**src/rtl/fwd_pkg.sv**
```systemverilog
// Shared types and constants for the forwarding / hazard unit.
package fwd_pkg;

   localparam int FWD_REG_W     = 4;
   // Entry tags are stored at this width and zero-extended; REG_W must not exceed it.
   localparam int FWD_REG_W_MAX = 8;
   localparam int FWD_SEL_RF    = 0;

   typedef logic [FWD_REG_W_MAX-1:0] fwd_tag_t;

   typedef struct packed {
      logic     valid;
      fwd_tag_t rd;
      logic     we;
      logic     is_load;
      logic     is_store;
      fwd_tag_t src1;
   } fwd_entry_t;

   localparam fwd_entry_t FWD_BUBBLE = '0;

endpackage

```
**src/rtl/fwd_src_match.sv**
```systemverilog
// Priority match of one EX source against the older pipeline stages; youngest producer wins.
module fwd_src_match
   import fwd_pkg::*;
#(
   parameter int DEPTH      = 3,
   parameter int LOAD_STAGE = 2,
   parameter int SEL_W      = 2
) (
   input  logic [DEPTH-1:1]            valid,
   input  logic [DEPTH-1:1]            we,
   input  logic [DEPTH-1:1]            is_load,
   input  logic [DEPTH-1:1][FWD_REG_W_MAX-1:0] rd,
   input  fwd_tag_t                    src,
   input  logic                        src_used,
   output logic [SEL_W-1:0]            sel
);

   localparam int unsigned DEPTH_U = DEPTH;
   localparam int unsigned LS_U    = LOAD_STAGE;

   logic found;

   always_comb begin
      sel   = SEL_W'(FWD_SEL_RF);
      found = 1'b0;
      for (int unsigned k = 1; k < DEPTH_U; k++) begin
         if (!found && valid[k] && we[k] && rd[k] != '0 && rd[k] == src && src_used &&
             (!is_load[k] || k >= LS_U)) begin
            sel   = SEL_W'(k);
            found = 1'b1;
         end
      end
   end

endmodule

```
**src/rtl/fwd_hazard_unit.sv**
```systemverilog
// Forwarding selects, load-use stall and MEM-to-MEM store forwarding from an in-flight tag pipeline.
// Optional statistics counters are built when FWD_HAZARD_STATS_EN is defined.
module fwd_hazard_unit
   import fwd_pkg::*;
#(
   parameter  int REG_W      = FWD_REG_W,
   parameter  int NUM_SRC    = 2,
   parameter  int DEPTH      = 3,
   parameter  int LOAD_STAGE = 2,
   localparam int SEL_W      = $clog2(DEPTH)
) (
   input  logic                     clk,
   input  logic                     rst,
   input  logic                     id_valid,
   input  logic [NUM_SRC*REG_W-1:0] id_src,
   input  logic [NUM_SRC-1:0]       id_src_used,
   input  logic [REG_W-1:0]         id_rd,
   input  logic                     id_rd_we,
   input  logic                     id_is_load,
   input  logic                     id_is_store,
   input  logic                     ext_stall,
   input  logic                     flush,
   output logic [NUM_SRC*SEL_W-1:0] fwd_sel,
   output logic                     load_use_stall,
`ifdef FWD_HAZARD_STATS_EN
   output logic [15:0]              stat_stall_cnt,
   output logic [15:0]              stat_fwd_cnt,
`endif
   output logic                     mem_fwd
);

   localparam int unsigned DEPTH_U = DEPTH;
   localparam int unsigned NSRC_U  = NUM_SRC;
   localparam int unsigned LS_U    = LOAD_STAGE;
   localparam logic [NUM_SRC-1:0] DATA_SRC_ONLY = NUM_SRC'(2);

   fwd_entry_t                entry [DEPTH];
   fwd_tag_t [NUM_SRC-1:0]    ex_src;
   logic [NUM_SRC-1:0]        ex_src_used;
   fwd_tag_t [NUM_SRC-1:0]    id_tag;
   logic [NUM_SRC-1:0]        hit;
   logic                      admit;

   logic [DEPTH-1:1]                    stg_valid;
   logic [DEPTH-1:1]                    stg_we;
   logic [DEPTH-1:1]                    stg_load;
   logic [DEPTH-1:1][FWD_REG_W_MAX-1:0] stg_rd;

   always_comb begin
      id_tag = '0;
      for (int unsigned i = 0; i < NSRC_U; i++)
         id_tag[i] = fwd_tag_t'(id_src[i*REG_W +: REG_W]);
   end

   // The store exemption only applies when the data register alone hits the
   // load one stage short of availability; mem_fwd then supplies the data.
   always_comb begin
      load_use_stall = 1'b0;
      hit            = '0;
      for (int unsigned j = 0; j < DEPTH_U; j++) begin
         for (int unsigned i = 0; i < NSRC_U; i++)
            hit[i] = id_valid && id_src_used[i] && id_tag[i] != '0 &&
                     entry[j].valid && entry[j].is_load && id_tag[i] == entry[j].rd;
         if (j + 1 < LS_U && hit != '0 &&
             !(id_is_store && hit == DATA_SRC_ONLY && j + 1 == LS_U - 1))
            load_use_stall = 1'b1;
      end
   end

   assign mem_fwd = entry[1].valid && entry[1].is_store && entry[2].valid && entry[2].is_load &&
                    entry[2].rd == entry[1].src1 && entry[1].src1 != '0;

   assign admit = id_valid && !flush && !load_use_stall;

   always_ff @(posedge clk) begin
      if (rst) begin
         for (int unsigned k = 0; k < DEPTH_U; k++)
            entry[k] <= FWD_BUBBLE;
         ex_src      <= '0;
         ex_src_used <= '0;
      end else if (!ext_stall) begin
         for (int unsigned k = 1; k < DEPTH_U; k++)
            entry[k] <= entry[k-1];
         if (admit) begin
            entry[0]    <= '{valid: 1'b1, rd: fwd_tag_t'(id_rd), we: id_rd_we,
                             is_load: id_is_load, is_store: id_is_store, src1: id_tag[1]};
            ex_src      <= id_tag;
            ex_src_used <= id_src_used;
         end else begin
            entry[0]    <= FWD_BUBBLE;
            ex_src      <= '0;
            ex_src_used <= '0;
         end
      end
   end

   always_comb begin
      stg_valid = '0;
      stg_we    = '0;
      stg_load  = '0;
      stg_rd    = '0;
      for (int unsigned k = 1; k < DEPTH_U; k++) begin
         stg_valid[k] = entry[k].valid;
         stg_we[k]    = entry[k].we;
         stg_load[k]  = entry[k].is_load;
         stg_rd[k]    = entry[k].rd;
      end
   end

   for (genvar i = 0; i < NUM_SRC; i++) begin : g_src
      fwd_src_match #(
         .DEPTH      (DEPTH),
         .LOAD_STAGE (LOAD_STAGE),
         .SEL_W      (SEL_W)
      ) u_match (
         .valid    (stg_valid),
         .we       (stg_we),
         .is_load  (stg_load),
         .rd       (stg_rd),
         .src      (ex_src[i]),
         .src_used (ex_src_used[i]),
         .sel      (fwd_sel[i*SEL_W +: SEL_W])
      );
   end

`ifdef FWD_HAZARD_STATS_EN
   always_ff @(posedge clk) begin
      if (rst) begin
         stat_stall_cnt <= '0;
         stat_fwd_cnt   <= '0;
      end else if (!ext_stall) begin
         if (load_use_stall && stat_stall_cnt != '1)
            stat_stall_cnt <= stat_stall_cnt + 16'd1;
         if ((fwd_sel != '0 || mem_fwd) && stat_fwd_cnt != '1)
            stat_fwd_cnt <= stat_fwd_cnt + 16'd1;
      end
   end
`endif

endmodule

```
**config.mk**
```make
export PLATFORM = sky130hd
export DESIGN_NAME = fwd_hazard_unit
export DESIGN_NICKNAME = d
export VERILOG_FILES = /design/src/rtl/fwd_pkg.sv /design/src/rtl/fwd_src_match.sv /design/src/rtl/fwd_hazard_unit.sv
export SDC_FILE = /design/constraint.sdc
export NUM_CORES = 1
export LEC_CHECK = 0
export CORE_MARGIN = 2
export CORE_UTILIZATION = 55
export DETAILED_ROUTE_END_ITERATION = 10
export PLACE_DENSITY = 0.9
export SKIP_CTS_REPAIR_TIMING = 1
export SLEW_MARGIN = 20
export SYNTH_ARGS = -nofsm -noshare
export SYNTH_HDL_FRONTEND = slang
export SYNTH_SLANG_ARGS = --single-unit
```
**constraint.sdc**
```tcl
create_clock -name clk -period 7.9 [get_ports clk]
set_clock_uncertainty 0.1 [all_clocks]
set_input_delay 2.37 -clock clk [delete_from_list [all_inputs] [get_ports clk]]
set_output_delay 2.37 -clock clk [all_outputs]
set_load 0.03 [all_outputs]
```
## Word-level counts from Yosys, hierarchy flattened

Memories as Yosys holds them, arrays and structs flattened.
Index checks and enable logic that the tools add are counted.

| word-level totals | value |
|---|---|
| output and inout bits | 6 |
| input port bits | 22 |
| flip-flop bits (word level) | 18 |
| memory bits (writable) | 60 |
| memories kept | 1 |

Memories:

| name | words | width | rd ports | clocked after Yosys merged registers in | write ports | line | text |
|---|---|---|---|---|---|---|---|
| entry | 3 | 20 | 3 | 0 | 3 | fwd_hazard_unit.sv:37 | `fwd_entry_t entry [DEPTH];` |

| operators by class | value |
|---|---|
| bitwise gates (word level) | 4 |
| mux-type cells | 26 |
| equality and inequality tests | 8 |
| reduce and logical (&&, ||, !) cells | 49 |

Operator list:

| operator | count |
|---|---|
| two-way mux 20 bit | 4 |
| == test 8 bit | 5 |
| nonzero test 8 bit | 5 |
| logical AND 1 bit | 37 |
| two-way mux 1 bit | 18 |
| == test 4 x 8 -> 1 bit | 2 |
| two-way mux 12 bit | 1 |
| logical NOT 1 bit | 6 |
| two-way mux 2 bit | 3 |
| OR 1 bit | 4 |
| == test 2 bit, second input constant | 1 |
| nonzero test 2 bit | 1 |

## Depth between registers and ports, before layout

Gate-level depths: netlist of run 1.

| logic depth | value |
|---|---|
| depth after elaboration | 18 |
| gate-level depth with buffers | 6 |

## Hierarchy

A second synthesis of run 1 with hierarchy kept.

| second synthesis, totals | value |
|---|---|
| cell total of the unflattened synthesis | 180 |
| area, all modules | 2155.8 µm² |

Modules (own cells, without submodules):

| module | instances | sequential area each (µm²) | cells each | area each (µm²) |
|---|---|---|---|---|
| fwd_hazard_unit | 1 | 1131.1 | 118 | 1662.8 |
| fwd_src_match | 2 | 0.0 | 31 | 246.5 |

## Least setup slack after synthesis of run 1

OpenSTA, ideal clock, no wires.

| timing path | value |
|---|---|
| path type | input to output |
| from | in id_src[7] |
| to | out load_use_stall |
| required time | 5.430 ns |
| setup slack | 1.894 ns |
| stages | 4 |
| arrival time | 3.536 ns |
| cells stage by stage | xor2_1 > or4_1 > nor4b_2 > or2_2 |

| between the ends | value |
|---|---|
| longest elaborated chain between the ends | 10 |

RTL lines:

| item | line | text |
|---|---|---|
| start: declaration | fwd_hazard_unit.sv:15 | `input logic [NUM_SRC*REG_W-1:0] id_src,` |
| nonzero test 8 bit | -- |  |
| logical AND 1 bit | -- |  |
| logical AND 1 bit | fwd_hazard_unit.sv:62 | `hit[i] = id_valid && id_src_used[i] && id_tag[i] != '0 &&` |
| logical AND 1 bit | fwd_hazard_unit.sv:63 | `entry[j].valid && entry[j].is_load && id_tag[i] == entry[j].rd;` |
| logical AND 1 bit * | fwd_hazard_unit.sv:63 |  |
| == test 2 bit | fwd_hazard_unit.sv:65 | `!(id_is_store && hit == DATA_SRC_ONLY && j + 1 == LS_U - 1))` |
| logical AND 1 bit | fwd_hazard_unit.sv:65 |  |
| logical NOT 1 bit | fwd_hazard_unit.sv:65 |  |
| logical AND 1 bit * | fwd_hazard_unit.sv:64 | `if (j + 1 < LS_U && hit != '0 &&` |
| two-way mux 1 bit * | fwd_hazard_unit.sv:64 |  |
| end: declaration | fwd_hazard_unit.sv:24 | `output logic load_use_stall,` |

Mark *: on every way between the ends. The rest lies on a longest branch, timed or not.

## Final worst setup path of run 1

Same ends and word-level chain as after synthesis.

==> summary.txt, run 1 <==
Setup path
  – Worst path required time: 5430 ps
  – Critical path capture point type: output port
  – CP Data Arrival Time: 4630 ps
  – Largest fanout on the critical path: 3
  – Nature of the critical path startpoint: input port
  – Length in cells of the worst reg-to-reg path: 5
  – Setup Crit Path Kind: input port to output port

Logic synthesis
  – Sequential-to-total area share from yosys stat: 59.6%
  – Dominant combinational cell family by area after synthesis: simple AND/OR/NAND/NOR gates
  – Async SR Flop Fraction: 0%
  – Mux contribution to synthesized area: 0%
  – Cell taking the most area after synthesis: sky130_fd_sc_hd__edfxtp_1
  – Most common cell in the synthesized netlist: sky130_fd_sc_hd__edfxtp_1
  – Syn Nets: 173
  – Cell types with the highest counts after synthesis: sky130_fd_sc_hd__edfxtp_1 (31), sky130_fd_sc_hd__and2_1 (30), sky130_fd_sc_hd__xor2_1 (14), sky130_fd_sc_hd__xnor2_1 (13)
  – Synth Area in XOR/XNOR: 12.5%
  – Summed instance area of the synthesized netlist: 1900 sq um
  – Number of warnings reported in the yosys synthesis log: 0
  – Number of flops mapped to enable cells by yosys: 31
  – Proportion of netlist area held by the largest area contributor: 49.0%
  – Synth area leaders: sky130_fd_sc_hd__edfxtp_1 (49%), sky130_fd_sc_hd__dfxtp_1 (11%), sky130_fd_sc_hd__and2_1 (9.9%), sky130_fd_sc_hd__xor2_1 (6.5%), sky130_fd_sc_hd__xnor2_1 (6.0%)
  – Most common flop cell mapped by yosys: sky130_fd_sc_hd__edfxtp_1
  – #FFs+latches synth: 41
  – Compound-cell area share of the yosys netlist: 5.74%
  – Avg Cell Area, Syn: 12.6 sq um
  – Cell count after synthesis: 151
  – Number of unique standard cell types used by synthesis: 26
  – Share of synthesized cell area in full adder, half adder and majority cells: 0%
  – Synthesized-area fraction occupied by and/or/nand/nor cells: 20.2%

Clock network
  – Root buffer selected by CTS: sky130_fd_sc_hd__clkbuf_4
  – Count of H-tree levels built during CTS: 2
  – Buffer depth of the longest clock path: 2
  – Clock-pin slew of the registers on the worst-case setup and hold paths: 110 ps
  – Clock tree from TritonCTS: done
  – # clock sinks: 41
  – Total clock buffers created by CTS: 5
  – Worst-Skew Late Latency: 350 ps

STA
  – Slew at the pin closest to its max-slew limit: 1050 ps
  – Post-Route Setup TNS: 0 ps
  – Number of failing hold endpoints at the final stage: 0
  – Worst slew margin relative to its limit: 29.8%
  – Maximum operating frequency: 141 MHz
  – Endpoints failing setup: 0
  – Crit share post-route: 89.8%
  – Shortest clock period the worst path allows after layout: 7100 ps
  – Final count of pins violating max slew: 0
  – Unrepaired setup endpoints after global routing: false

Power and ir drop
  – Pwr dens: 172 nW/um^2
  – Max rail drop VDD: 108 uV
  – Leak: 0.835 nW

Cells and area
  – Area of the multi-input gates: 729 sq um
  – Number of fillers in the final layout: 253
  – Fraction of final layout cells sized beyond drive strength 1: 5.56%
  – Final net count: 202
  – Count of inserted antenna diode cells: 0
  – Non-Filler Instances: 226
  – Area used by sequential logic in the layout: 1130 sq um
  – Area growth, synth to finish: 17.9%
  – Share of the core filled with cells in the final layout: 67.0%

Drt
  – Wire length after detailed routing: 3.47 mm
  – Drt via density: 5.48
  – Routed len/inst: 15.4 um
  – Iteration-0 DRC count of the detailed router: 45
  – Remaining design rule violation count: 0
  – Total number of vias: 1239
  – Post-route antenna net violation count: 0
  – First-pass iteration count of the detailed router: 4

Outcome
  – Outcome: finished, final reports clean

Floorplanning
  – Height of the die: 62.7 um
  – Area of the core: 3340 sq um
  – Starting Density: 56.9%
  – Std cell rows: 21
  – DIE AREA: 3940 sq um
  – Chip Width: 62.7 um
  – I/O pin count: 28

GRT
  – Number of antenna violations at the first check in global routing: 0
  – Total GRT Usage: 20.1%
  – Largest net degree at the start of global routing: 32
  – Via count of the first global-routing pass: 1276
  – Wire length of the first global-routing pass: 6.03 mm
  – GRT Residual Overflow: 0

Hold path
  – WHS Path Cells: 1
  – Worst Hold Class: register to register

Placed design
  – Routability congestion estimate from global placement: 0.821
  – Detailed placement HPWL: 2.59 mm
  – Placed cell count: 219
  – Count of buffers from port buffering: 27

Run
  – Number of max-cap violations: 0
## report_power, final
part | leakage (nW) | switching [mW] | internal (mW)
Clock | 0.0258 | 0.0617 | 0.0323
Combinational | 0.387 | 0.0166 | 0.0210
Sequential | 0.422 | 0.00990 | 0.243
## flip-flops by register name, summed over array words and instances (netlist names)
signal,count
ex_src,8
entry,31
ex_src_used,2
## stage by stage
stage,power (mW),worst slack (ps),cell area [sq um],hold slack (ps)
2_1_floorplan,0.277,1890,1900,372
3_5_place_dp,0.296,802,2190,413
5_1_grt,0.403,720,2240,459
6_report,0.385,803,2240,436
3_3_place_gp,0.293,839,2190,405
4_1_cts,0.389,794,2240,442
## kinds of logic after synthesis
family                 count (synthesis)
AO/OA/AOI/OAI                         13
XOR/XNOR                              27
buffers and inverters                  6
flip-flops                            41
AND/OR/NAND/NOR                       64
## cell usage in the layout, fill, tap and decap left out
master | netlist | layout
sky130_fd_sc_hd__nand3_1 | 5 | 5
sky130_fd_sc_hd__nor2b_1 | 1 | 1
sky130_fd_sc_hd__or4_1 | 2 | 2
sky130_fd_sc_hd__a21oi_1 | 1 | 1
sky130_fd_sc_hd__or2_2 | 1 | 1
sky130_fd_sc_hd__nand4_1 | 1 | 1
sky130_fd_sc_hd__dfxtp_1 | 10 | 10
sky130_fd_sc_hd__or3_1 | 2 | 2
sky130_fd_sc_hd__a22o_1 | 10 | 10
sky130_fd_sc_hd__clkdlybuf4s50_1 | 0 | 27
sky130_fd_sc_hd__o41ai_1 | 1 | 1
sky130_fd_sc_hd__inv_2 | 0 | 1
sky130_fd_sc_hd__nor2_1 | 3 | 3
sky130_fd_sc_hd__nand2_1 | 7 | 7
sky130_fd_sc_hd__xor2_1 | 14 | 14
sky130_fd_sc_hd__xnor2_1 | 13 | 13
sky130_fd_sc_hd__nor4_1 | 2 | 2
sky130_fd_sc_hd__edfxtp_1 | 31 | 31
sky130_fd_sc_hd__o211ai_1 | 1 | 1
sky130_fd_sc_hd__clkbuf_4 | 0 | 5
sky130_fd_sc_hd__nor3_2 | 1 | 1
sky130_fd_sc_hd__nor4b_2 | 1 | 1
sky130_fd_sc_hd__clkinv_1 | 0 | 1
sky130_fd_sc_hd__and2_1 | 30 | 30
sky130_fd_sc_hd__nor4_2 | 1 | 1
sky130_fd_sc_hd__clkbuf_1 | 3 | 1
sky130_fd_sc_hd__nand3b_1 | 1 | 1
sky130_fd_sc_hd__nor3_1 | 6 | 6
## worst paths after layout
check                                           startpoint                    endpoint  slack (ps)
worst max register to register  entry[0][11]$_SDFFCE_PP0P_   entry[0][3]$_SDFFCE_PP0P_        5570
worst min register to register  entry[0][10]$_SDFFCE_PP0P_  entry[0][30]$_SDFFCE_PP0P_         440
worst min-delay path            entry[0][10]$_SDFFCE_PP0P_  entry[0][30]$_SDFFCE_PP0P_         440
worst max-delay path                             id_src[7]              load_use_stall         800
## per-layer routing
layer | vias up | track usage (%) | part of all wire (%)
met5 | - | 0 | 0
li1 | 597 | - | -
met3 | 10 | 4.14 | 5.4
met4 | 0 | 11.7 | 2.9
met2 | 43 | 33.6 | 50
met1 | 589 | 24.2 | 41
## area by class of cell
type | count | area share, %
Timing Repair Buffer | 27 | 12.1
Clock buffer | 6 | 1.85
Tap cell | 46 | 2.57
Sequential cell | 41 | 50.6
Inverter | 1 | 0.168
Clock inverter | 1 | 0.168
Multi-Input combinational cell | 104 | 32.6
## worst max-delay path, stage by stage
cell,delay [ps]
sky130_fd_sc_hd__clkdlybuf4s50_1,460
sky130_fd_sc_hd__xor2_1,160
sky130_fd_sc_hd__or4_1,530
sky130_fd_sc_hd__nor4b_2,290
sky130_fd_sc_hd__or2_2,160
sky130_fd_sc_hd__clkdlybuf4s50_1,660
No activity file was read; power rests on OpenSTA's default activity.
==> inputs of run 2 (changes only) <==
--- a/config.mk
+++ b/config.mk
@@ -5,10 +5,12 @@
 export SDC_FILE = /design/constraint.sdc
 export NUM_CORES = 1
 export LEC_CHECK = 0
+export CORE_ASPECT_RATIO = 2
 export CORE_MARGIN = 2
 export CORE_UTILIZATION = 55
 export DETAILED_ROUTE_END_ITERATION = 10
-export PLACE_DENSITY = 0.9
+export DONT_BUFFER_PORTS = 1
+export PLACE_DENSITY = 0.79
 export SKIP_CTS_REPAIR_TIMING = 1
 export SLEW_MARGIN = 20
 export SYNTH_ARGS = -nofsm -noshare
==> summary.txt, run 2 (same netlist as run 1, synthesis figures left out) <==
Drt
  – Remaining design rule violation count: 0
  – First-pass iteration count of the detailed router: 4
  – Routed len/inst: 18.6 um
  – Total number of vias: 1118
  – Drt via density: 6.01
  – Post-route antenna net violation count: 0
  – Wire length after detailed routing: 3.46 mm
  – Iteration-0 DRC count of the detailed router: 27

Cells and area
  – Highest-count cells in the layout ignoring fill and taps: sky130_fd_sc_hd__edfxtp_1 (31), sky130_fd_sc_hd__and2_1 (30), sky130_fd_sc_hd__xor2_1 (14)
  – Flip-flop count of the largest register after layout: 31
  – Largest registers in the final layout: entry x31, ex_src x8, ex_src_used x2
  – Commonest non-fill, non-tap cell in the layout: sky130_fd_sc_hd__edfxtp_1
  – Final net count: 175
  – Fraction of final layout cells sized beyond drive strength 1: 7.79%
  – Count of inserted antenna diode cells: 0
  – Register containing the most flip-flops in the final layout: entry
  – Share of the core filled with cells in the final layout: 60.5%
  – Area growth, synth to finish: 6.53%

STA
  – Slew at the pin closest to its max-slew limit: 1020 ps
  – Worst slew margin relative to its limit: 31.8%
  – Unrepaired setup endpoints after global routing: false
  – Post-Route Setup TNS: 0 ps
  – Maximum operating frequency: 162 MHz
  – Number of failing hold endpoints at the final stage: 0
  – Final count of pins violating max slew: 0
  – Crit share post-route: 78.1%
  – Shortest clock period the worst path allows after layout: 6170 ps
  – Endpoints failing setup: 0

Setup path
  – CP max-delay cell: sky130_fd_sc_hd__or4_1
  – Nature of the critical path startpoint: input port
  – Worst Path Buf+Inv: 0
  – CP Data Arrival Time: 3700 ps
  – List of cells traversed by the critical path: xor2_1 -> or4_1 -> nor4b_2 -> or2_2
  – Family with the most delay on the worst path: simple AND/OR/NAND/NOR gates
  – Largest fanout on the critical path: 3
  – Critical path capture point type: output port
  – Worst path required time: 5430 ps
  – Setup Crit Path Kind: input port to output port
  – Crit-path max cell delay: 530 ps

Power and ir drop
  – Power Internal: 0.350 mW
  – Max rail drop VDD: 184 uV
  – Pwr dens: 220 nW/um^2
  – Portion of total power attributed to sequential cells: 57.1%
  – Net switching power: 0.0941 mW
  – Switching Share: 21.2%
  – Leak: 0.757 nW
  – Share of total power in the clock network: 37.4%
  – Part of the total power dissipated in combinational logic: 5.6%

Run
  – Number of max-cap violations: 0

Clock network
  – Worst-Skew Late Latency: 290 ps
  – Total clock buffers created by CTS: 5
  – Count of H-tree levels built during CTS: 2
  – # clock sinks: 41
  – Buffer depth of the longest clock path: 2
  – Clock-pin slew of the registers on the worst-case setup and hold paths: 80 ps
  – Clock tree from TritonCTS: done
  – Root buffer selected by CTS: sky130_fd_sc_hd__clkbuf_8

GRT
  – Via count of the first global-routing pass: 1235
  – Number of antenna violations at the first check in global routing: 0
  – Wire length of the first global-routing pass: 5.53 mm
  – Total GRT Usage: 20.3%
  – Largest net degree at the start of global routing: 32
  – GRT Residual Overflow: 0

Floorplanning
  – DIE AREA: 3970 sq um
  – Area of the core: 3340 sq um
  – Chip Width: 45.5 um
  – Std cell rows: 30
  – Height of the die: 87.1 um
  – Starting Density: 56.8%
  – I/O pin count: 28

Placed design
  – Detailed placement HPWL: 2.60 mm
  – Routability congestion estimate from global placement: 0.843
  – Count of buffers from port buffering: 0

Hold path
  – Worst Hold Class: register to register

Outcome
  – Outcome: finished, final reports clean
-- run 2: changes by cell type in the layout (fill, tap and decap cells not counted) --
cell                              change
sky130_fd_sc_hd__clkdlybuf4s50_1     -27
sky130_fd_sc_hd__clkbuf_4             -5
sky130_fd_sc_hd__clkbuf_8             +5
sky130_fd_sc_hd__bufinv_16            +1
sky130_fd_sc_hd__clkinv_1             -1
sky130_fd_sc_hd__clkinv_4             +1
sky130_fd_sc_hd__nor3_2               -1
sky130_fd_sc_hd__nor3_4               +1
-- run 2: per-layer routing --
metal,GRT usage (%),vias to the layer above,wire length (um)
met2,34.6,35,1960
met3,6.85,15,167
met5,0,-,0
li1,-,541,-
met4,14.7,0,210
met1,18.7,527,1120
-- run 2: worst paths after layout --
| path | start | to | slack [ps] | cells after the start |
|---|---|---|---|---|
| min reg2reg | entry[0][0]$_SDFFCE_PP0P_ | entry[0][20]$_SDFFCE_PP0P_ | 410 | 1 |
| min | entry[0][0]$_SDFFCE_PP0P_ | entry[0][20]$_SDFFCE_PP0P_ | 410 | 1 |
| max | id_src[7] | load_use_stall | 1730 | 4 |
| max reg2reg | entry[0][14]$_SDFFCE_PP0P_ | entry[0][1]$_SDFFCE_PP0P_ | 5560 | 5 |
-- run 2: area by class of cell --
cell class / count / area (sq um)
Fill cell: 265 / 1320
Sequential cell: 41 / 1130
Multi-Input combinational cell: 104 / 736
Clock buffer: 6 / 72.6
Tap cell: 32 / 40.0
Clock inverter: 2 / 38.8
Inverter: 1 / 3.75
-- run 2: through the flow --
| step | hold slack, ps | area (sq um) | worst slack (ps) | std cells | power [mW] |
|---|---|---|---|---|---|
| 6_report | 410 | 2020 | 1730 | 186 | 0.444 |
| 5_1_grt | 428 | 2020 | 1720 | 186 | 0.460 |
| 4_1_cts | 414 | 2020 | 1810 | 186 | 0.448 |
| 3_5_place_dp | 404 | 1900 | 1810 | 178 | 0.284 |
| 3_3_place_gp | 396 | 1900 | 1820 | 178 | 0.282 |
| 2_1_floorplan | 372 | 1900 | 1890 | 151 | 0.277 |
-- run 2: power groups by stage --
stage / logic (mW) / clock network, mW / registers, mW
2_1_floorplan: 0.0218 / 0 / 0.255
3_3_place_gp: 0.0233 / 0 / 0.258
3_5_place_dp: 0.0249 / 0 / 0.259
4_1_cts: 0.0251 / 0.168 / 0.254
5_1_grt: 0.0280 / 0.177 / 0.255
6_report: 0.0248 / 0.166 / 0.254
==> inputs of run 3 (changes only) <==
--- a/config.mk
+++ b/config.mk
@@ -10,7 +10,7 @@
 export CORE_UTILIZATION = 55
 export DETAILED_ROUTE_END_ITERATION = 10
 export DONT_BUFFER_PORTS = 1
-export PLACE_DENSITY = 0.79
+export PLACE_DENSITY = 0.82
 export SKIP_CTS_REPAIR_TIMING = 1
 export SLEW_MARGIN = 20
 export SYNTH_ARGS = -nofsm -noshare
==> constraint.sdc (replaced) <==
create_clock -name clk -period 5.61 [get_ports clk]
set_clock_uncertainty 0.1 [all_clocks]
set_input_delay 1.683 -clock clk [delete_from_list [all_inputs] [get_ports clk]]
set_output_delay 1.683 -clock clk [all_outputs]
set_load 0.03 [all_outputs]
==> summary.txt, run 3 (same netlist as run 1, synthesis figures left out) <==
Clock network
  – Clock tree from TritonCTS: done
  – Total clock buffers created by CTS: 5
  – Root buffer selected by CTS: sky130_fd_sc_hd__clkbuf_8
  – # clock sinks: 41
  – Clock-pin slew of the registers on the worst-case setup and hold paths: 70 ps
  – Count of H-tree levels built during CTS: 2
  – Buffer depth of the longest clock path: 2
  – Worst-Skew Late Latency: 290 ps

Power and ir drop
  – Max rail drop VDD: 233 uV
  – Pwr dens: 286 nW/um^2
  – Leak: 0.739 nW

Floorplanning
  – Starting Density: 56.8%
  – DIE AREA: 3970 sq um
  – Area of the core: 3340 sq um
  – Chip Width: 45.5 um
  – I/O pin count: 28
  – Std cell rows: 30
  – Height of the die: 87.1 um

STA
  – Maximum operating frequency: 207 MHz
  – Final count of pins violating max slew: 0
  – Slew at the pin closest to its max-slew limit: 994 ps
  – Crit share post-route: 86.1%
  – Final setup slack of the worst path: 780 ps
  – Unrepaired setup endpoints after global routing: false
  – Endpoints failing setup: 0
  – Shortest clock period the worst path allows after layout: 4830 ps
  – Number of failing hold endpoints at the final stage: 0
  – Minimum hold slack: 416 ps
  – Worst slew margin relative to its limit: 33.2%
  – Post-Route Setup TNS: 0 ps

Cells and area
  – Count of inserted antenna diode cells: 0
  – Fraction of final layout cells sized beyond drive strength 1: 7.84%
  – Final net count: 175
  – Largest registers in the final layout: entry x31, ex_src x8, ex_src_used x2
  – Flip-flop count of the largest register after layout: 31
  – Register containing the most flip-flops in the final layout: entry
  – Number of fillers in the final layout: 273
  – Share of the core filled with cells in the final layout: 59.7%
  – Area growth, synth to finish: 5.01%
  – Highest-count cells in the layout ignoring fill and taps: sky130_fd_sc_hd__edfxtp_1 (31), sky130_fd_sc_hd__and2_1 (30), sky130_fd_sc_hd__xor2_1 (14)
  – Commonest non-fill, non-tap cell in the layout: sky130_fd_sc_hd__edfxtp_1
  – Post-route design area: 1990 sq um

Run
  – Number of max-cap violations: 0

Drt
  – Iteration-0 DRC count of the detailed router: 27
  – Remaining design rule violation count: 0
  – First-pass iteration count of the detailed router: 4
  – Routed len/inst: 19.2 um
  – Wire length after detailed routing: 3.55 mm
  – Drt via density: 6.11
  – Post-route antenna net violation count: 0
  – Total number of vias: 1130

Setup path
  – Setup Crit Path Kind: input port to output port
  – Critical path capture point type: output port
  – Largest fanout on the critical path: 3
  – Nature of the critical path startpoint: input port
  – Worst path required time: 3830 ps
  – CP Data Arrival Time: 3050 ps

Hold path
  – Worst Hold Class: register to register

GRT
  – GRT Residual Overflow: 0
  – Largest net degree at the start of global routing: 32
  – Total GRT Usage: 21.0%
  – Wire length of the first global-routing pass: 5.65 mm
  – Number of antenna violations at the first check in global routing: 0
  – Via count of the first global-routing pass: 1220

Placed design
  – Count of buffers from port buffering: 0
  – Routability congestion estimate from global placement: 0.801
  – Total cell area at the placement stage: 1900 sq um
  – Pre-CTS worst setup slack: 871 ps
  – Detailed placement HPWL: 2.75 mm

Outcome
  – Outcome: finished, final reports clean
## run 3: cell count changes in the layout (fill, tap and decap cells not counted)
cell / change
sky130_fd_sc_hd__nor2_2: +1
sky130_fd_sc_hd__nor2_1: -1
sky130_fd_sc_hd__clkinvlp_4: +1
sky130_fd_sc_hd__clkinv_1: +1
sky130_fd_sc_hd__clkinv_4: -1
sky130_fd_sc_hd__clkbuf_1: -1
sky130_fd_sc_hd__bufinv_16: -1
## run 3: worst paths after layout
| kind | startpoint | to | slack (ps) | cells after the start |
|---|---|---|---|---|
| max | id_src[7] | load_use_stall | 780 | 4 |
| min reg2reg | entry[0][1]$_SDFFCE_PP0P_ | entry[0][21]$_SDFFCE_PP0P_ | 420 | 1 |
| max reg2reg | entry[0][14]$_SDFFCE_PP0P_ | entry[0][3]$_SDFFCE_PP0P_ | 3220 | 5 |
| min | entry[0][1]$_SDFFCE_PP0P_ | entry[0][21]$_SDFFCE_PP0P_ | 420 | 1 |
## run 3: per-layer routing
metal	vias to the layer above	track usage, %	part of all wire (%)
li1	539	-	-
met1	549	19.6	31
met2	29	37.3	61
met3	13	5.39	3.8
met4	0	13.6	4.4
met5	-	0	0
## run 3: cell type report
class	count	area (sq um)	area share, %
clock buffers	5	68.8	3.45
clock inverters	2	11.3	0.565
inverters	1	3.75	0.188
multi-input cells	104	738	37.0
flip-flops and latches	41	1130	56.7
well taps	32	40.0	2.01
## run 3: report_power, final
group / total [mW] / switching (mW) / leakage, nW / internal [mW]
logic: 0.0351 / 0.0181 / 0.279 / 0.0170
registers: 0.357 / 0.0143 / 0.422 / 0.343
clock network: 0.178 / 0.0945 / 0.0377 / 0.0834
## run 3: critical path, cell delays in order
cell and delay, ps:
sky130_fd_sc_hd__xor2_1 130, sky130_fd_sc_hd__or4_1 540, sky130_fd_sc_hd__nor4b_2 410, sky130_fd_sc_hd__or2_2 290
## run 3: stage by stage
stage / std cells / power (mW)
2_1_floorplan: 151 / 0.390
3_3_place_gp: 178 / 0.396
3_5_place_dp: 178 / 0.400
4_1_cts: 185 / 0.574
5_1_grt: 185 / 0.592
6_report: 185 / 0.570
